==> config.mk <==
export PLATFORM = sky130hd
export DESIGN_NAME = paso8bto32b
export DESIGN_NICKNAME = d
export VERILOG_FILES = /design/src/rtl/paso8bto32b_pkg.sv /design/src/rtl/paso8bto32b.sv
export SDC_FILE = /design/constraint.sdc
export NUM_CORES = 1
export LEC_CHECK = 0
export CORE_MARGIN = 2
export CORE_UTILIZATION = 40
export DETAILED_ROUTE_END_ITERATION = 10
export MAX_ROUTING_LAYER = met4
export PLACE_DENSITY = 0.74
export SYNTH_ARGS = -nofsm -noshare
export SYNTH_HDL_FRONTEND = slang
export SYNTH_SLANG_ARGS = --single-unit
==> constraint.sdc <==
create_clock -name clk_4f -period 3.35 [get_ports clk_4f]
set_input_delay 0.8375 -clock clk_4f [delete_from_list [all_inputs] [get_ports clk_4f]]
set_output_delay 0.8375 -clock clk_4f [all_outputs]
set_load 0.05 [all_outputs]
==> src/rtl/paso8bto32b_pkg.sv <==
// rtl/paso8bto32b_pkg.sv - shared lane constants for the 32b/8b link
// Purpose: constants shared by the 32b->8b serializer and the 8b->32b packer
//          so both ends agree on byte width and lane order (MSB lane first).
// Ports:   none (package).
package paso8bto32b_pkg;

  localparam int P_BYTE_W         = 8;
  localparam int P_BYTES_PER_WORD = 4;
  localparam int P_WORD_W         = P_BYTE_W * P_BYTES_PER_WORD;
  localparam int P_IDX_W          = 2;

endpackage

==> src/rtl/paso8bto32b.sv <==
// rtl/paso8bto32b.sv - byte-to-word packer, MSB byte first, 4f clock domain
// Purpose: rebuilds 32-bit words from the serializer's byte stream; one
//          registered word plus a single-cycle valid pulse per four bytes.
// Ports:
//   clk_4f      in   fast byte clock, all logic on its rising edge
//   reset       in   synchronous active-high reset
//   data_in     in   incoming byte
//   valid_in    in   data_in carries a byte this cycle
//   data_out    out  last completed word, first byte received in the top lane
//   valid_out   out  one-cycle pulse when data_out holds a new word
//   indice_out  out  lane index of the next byte to be accepted
//   partial     out  a word is partially assembled (indice_out != 0)
//   word_count  out  completed words since reset, saturating
module paso8bto32b
  import paso8bto32b_pkg::*;
#(
  parameter int BYTE_W         = P_BYTE_W,
  parameter int BYTES_PER_WORD = P_BYTES_PER_WORD,
  parameter int CNT_W          = 16
) (
  input  logic                             clk_4f,
  input  logic                             reset,
  input  logic [BYTE_W-1:0]                data_in,
  input  logic                             valid_in,
  output logic [BYTES_PER_WORD*BYTE_W-1:0] data_out,
  output logic                             valid_out,
  output logic [P_IDX_W-1:0]               indice_out,
  output logic                             partial,
  output logic [CNT_W-1:0]                 word_count
);

  localparam int L_WORD_W = BYTES_PER_WORD * BYTE_W;
  localparam logic [P_IDX_W-1:0] L_LAST_IDX = P_IDX_W'(BYTES_PER_WORD - 1);

  logic [P_IDX_W-1:0]  r_indice;
  logic [L_WORD_W-1:0] r_acc;
  logic [L_WORD_W-1:0] r_data;
  logic                r_valid;
  logic [CNT_W-1:0]    r_word_count;

  logic [L_WORD_W-1:0] w_byte_placed;
  logic [L_WORD_W-1:0] w_acc_next;
  logic                w_complete;

  // Lanes at and below the current index are always zero in r_acc (it is
  // cleared on completion and reset), so OR-ing the placed byte is enough.
  // On the last index this yields {acc[top lanes], data_in}, the full word.
  always_comb begin
    w_byte_placed = '0;
    w_acc_next    = '0;
    w_complete    = 1'b0;
    w_byte_placed = {data_in, {(L_WORD_W-BYTE_W){1'b0}}} >> (BYTE_W * int'(r_indice));
    w_acc_next    = r_acc | w_byte_placed;
    w_complete    = valid_in && (r_indice == L_LAST_IDX);
  end

  // Index / accumulator / output word. A low valid_in holds everything but
  // valid_out, so a gap never loses a partial word.
  always_ff @(posedge clk_4f) begin
    if (reset) begin
      r_indice <= '0;
      r_acc    <= '0;
      r_data   <= '0;
      r_valid  <= 1'b0;
    end else begin
      r_valid <= 1'b0;
      if (w_complete) begin
        r_data   <= w_acc_next;
        r_valid  <= 1'b1;
        r_indice <= '0;
        r_acc    <= '0;
      end else if (valid_in) begin
        r_acc    <= w_acc_next;
        r_indice <= r_indice + P_IDX_W'(1);
      end
    end
  end

  // Completed-word counter, sticks at all-ones.
  always_ff @(posedge clk_4f) begin
    if (reset) begin
      r_word_count <= '0;
    end else if (w_complete && (r_word_count != {CNT_W{1'b1}})) begin
      r_word_count <= r_word_count + CNT_W'(1);
    end
  end

  assign data_out   = r_data;
  assign valid_out  = r_valid;
  assign indice_out = r_indice;
  assign partial    = (r_indice != '0);
  assign word_count = r_word_count;

endmodule

==> run summary <==
===============================================================================
Post-DR wirelength/cell ..........................................      15.1 um
Max-slew violation total from the final report ...................            0
Routed via count divided by cell count ...........................         5.58
Horizontal extent of the die .....................................      94.2 um
H-tree depth .....................................................            3
Number of hold buffers added after cts ...........................            0
Highest-count cells in the layout ignoring fill and taps ......... 83 x dfxtp_1, 79 x nor2_1, 61 x clkdlybuf4s50_1
Cell count along the critical path ...............................            4
Required time worst endpoint .....................................      2.51 ns
Capturing element type of the critical path ...................... primary output
Clock network latency to the later pin of the worst-skew pair ....      0.33 ns
Non-filler cells in the finished layout ..........................          524
Number of antenna-violating nets in the routed design ............            0
Slowest stage delay, CP ..........................................      0.79 ns
PD cells .........................................................   513 nW/um2
Area of the die ..................................................     8870 um2
Sequential fraction of the synthesis area ........................        51.1%
TritonCTS clock tree .............................................         done
Period Utilization, post-route ...................................        83.1%
Pin count of the biggest net entering global routing .............           36
Clock net sink count .............................................           83
Placer Congestion ................................................        0.856
Tot GR Track Use .................................................        19.1%
Class of the worst hold path ..................................... flip-flop to flip-flop
IR Drop Worst-Case VDD ...........................................   0.000300 V
Transition time at the pin with the least slew margin ............      1.03 ns
Signal arrival time at the worst endpoint ........................      1.94 ns
Biggest area consumer among synthesized cells ....................      dfxtp_1
Highest attainable clock frequency ...............................      359 MHz
Worst slack on hold paths ........................................     0.476 ns
Total CTS buffers ................................................            9
Number of max-cap violations .....................................            0
Number of antenna cells inserted .................................            0
Commonest non-fill, non-tap cell in the layout ...................      dfxtp_1
Count of endpoints failing hold in the final timing report .......            0
Final net count ..................................................          431
Initial antenna violation count ..................................            0
Warnings, synthesis ..............................................            0
Min Clock Period, post-route .....................................      2.78 ns
Final wirelength .................................................      7930 um
Number of cells traversed by the worst register-to-register path .            5
Unrepaired setup endpoints after global routing ..................        false
Resize count post-CTS ............................................            0
Cell breakdown of the critical path .............................. inv_1 > ha_1 > inv_1 > clkdlybuf4s50_1
Number of synthesized flops with an enable pin ...................            0
Via count ........................................................         2922
1st-iter DRT viols ...............................................          197
Count of cells along the worst hold path .........................            2
Area of the mapped netlist .......................................     3250 um2
Worst slew margin relative to its limit ..........................        31.0%
Worst r2r src .................................................... indice_out[0]$_SDFFE_PP0P_
Crit-path max FO .................................................            6
Post-DP HPWL .....................................................      5380 um
Number of iterations in the first detailed-routing pass ..........            4
Vias in the first global route ...................................         2785
Combined buffer and inverter count along the critical path .......            3
Port bufs ........................................................           62
Worst clock skew .................................................    0.0108 ns
Primary FF master, synth .........................................      dfxtp_1
Tot Pwr ..........................................................      2.13 mW
Area fraction of the dominant cell type after synthesis ..........        51.1%
Core area ........................................................     7810 um2
Synth top area cells ............................................. dfxtp_1 51%, nor2_1 9.1%, a211oi_1 7.8%
Clock-pin slew on the worst setup and hold paths .................      0.08 ns
Family with the most delay on the worst path ..................... buffers and inverters
Number of cells after detailed placement .........................          508
Wire length of the first global-routing pass .....................     13100 um
Static Leakage ...................................................      1.41 nW
Cell mode on critical path .......................................        inv_1
Cell with the largest stage delay on the worst path .............. clkdlybuf4s50_1
Area Growth Syn to Fin ...........................................        27.2%
#FFs+latches synth ...............................................           83
Synthesized netlist cell count ...................................          373
Startpoint of the most critical setup path ....................... indice_out[0]$_SDFFE_PP0P_
Number of distinct library cells after synthesis .................           37
Effective utilization at floorplan ...............................        41.7%
Root Buffer ......................................................     clkbuf_8
Kind of start point of the critical path .........................    flip-flop
Hold path start .................................................. r_acc[25]$_SDFFE_PP0P_
Total Neg Setup Slack ............................................         0 ns
Maximum buffer depth of the clock tree ...........................            2
Post-route DRC ...................................................            0
Net Count, Synth .................................................          387
Congestion Overflow GR ...........................................            0
Worst setup slack after placement ................................     0.635 ns
Synthesized area per cell ........................................     8.72 um2
Result of the run ................................................ finished, final reports clean
Async SR Flop Fraction ...........................................           0%
Setup Viol. Count Final ..........................................            0
Vertical extent of the die .......................................      94.2 um
Fraction of layout instances using a drive strength above 1 ......        6.64%
Setup slack of the critical path after layout ....................     0.568 ns
Count of buffers added by post-CTS timing repair for setup .......            0
Count of pins on the block boundary ..............................           63
Crit Path Class .................................................. flip-flop to primary output
Standard-cell rows ...............................................           32
===============================================================================
==> report_power, final <==
| group | leakage [nW] | switching (mW) | internal [mW] | total [mW] |
|---|---|---|---|---|
| sequential | 0.671 | 0.0178 | 1.01 | 1.03 |
| combinational | 0.603 | 0.136 | 0.0616 | 0.198 |
| clock | 0.133 | 0.342 | 0.556 | 0.897 |
| total | 1.41 | 0.496 | 1.63 | 2.13 |
==> cells in the mapped netlist, types with 2 or more instances <==
| cell | n |
|---|---|
| inv_1 | 6 |
| nor2_1 | 79 |
| a21oi_1 | 10 |
| nand4_1 | 4 |
| o31ai_1 | 5 |
| or4_1 | 5 |
| nand2_1 | 5 |
| mux2i_1 | 2 |
| nand2b_1 | 3 |
| nor3_1 | 34 |
| and4_1 | 2 |
| nand3_1 | 6 |
| or3_1 | 3 |
| clkbuf_1 | 24 |
| o21ai_0 | 3 |
| and3_1 | 4 |
| a211oi_1 | 34 |
| clkbuf_2 | 3 |
| ha_1 | 3 |
| buf_1 | 3 |
| buf_6 | 2 |
| a31oi_1 | 35 |
| dfxtp_1 | 83 |
| buf_2 | 2 |
==> flip-flops by register name, summed over array words and instances (netlist names) <==
signal / cells
data_out: 32
r_acc: 32
word_count: 16
indice_out: 2
valid_out: 1
==> worst reg2reg max path: cells and delay by family (launching register included) <==
family          cells  cell delay, ns
simple gates        3            1.17
flops               1            0.44
fa+ha+maj           1            0.21
compound gates      1            0.14
==> final timing paths <==
| path | end | slack (ns) |
|---|---|---|
| min | r_acc[25]$_SDFFE_PP0P_ | 0.48 |
| max reg2reg | word_count[11]$_SDFFE_PP0P_ | 1.33 |
| min reg2reg | r_acc[25]$_SDFFE_PP0P_ | 0.48 |
| max | partial | 0.57 |
==> cells by family after synthesis <==
logic type / share of synthesized area (%)
simple gates: 22.0
fa+ha+maj: 1.15
xor+xnor: 0.269
mux: 0.961
compound gates: 18.8
buf+inv: 5.69
flops: 51.1
==> per-stage QoR <==
stage               area [um2]  util [%]
floorplan                 3250         -
global placement          3880      49.7
detailed placement        3880      49.7
CTS                       4140      53.0
global route              4140      53.0
finish                    4140      53.0
==> per-layer routing <==
| metal | routed length, um | vias to the layer above | GRT usage [%] |
|---|---|---|---|
| met3 | 447 | 13 | 3.85 |
| met1 | 3620 | 1394 | 24.6 |
| met4 | 142 | 0 | 6.40 |
| li1 | - | 1430 | - |
| met2 | 3720 | 85 | 30.0 |
| met5 | 0 | - | - |
==> final cells by class <==
type | instances | area [um2]
timing repair buffer | 68 | 661
multi-input combinational | 249 | 1410
clock buffer | 12 | 165
clock inverter | 4 | 95.1
sequential | 83 | 1660
tap | 102 | 128
inverter | 6 | 22.5
fill | 724 | 3670
Note: power is estimated with default switching activity, not from simulation.
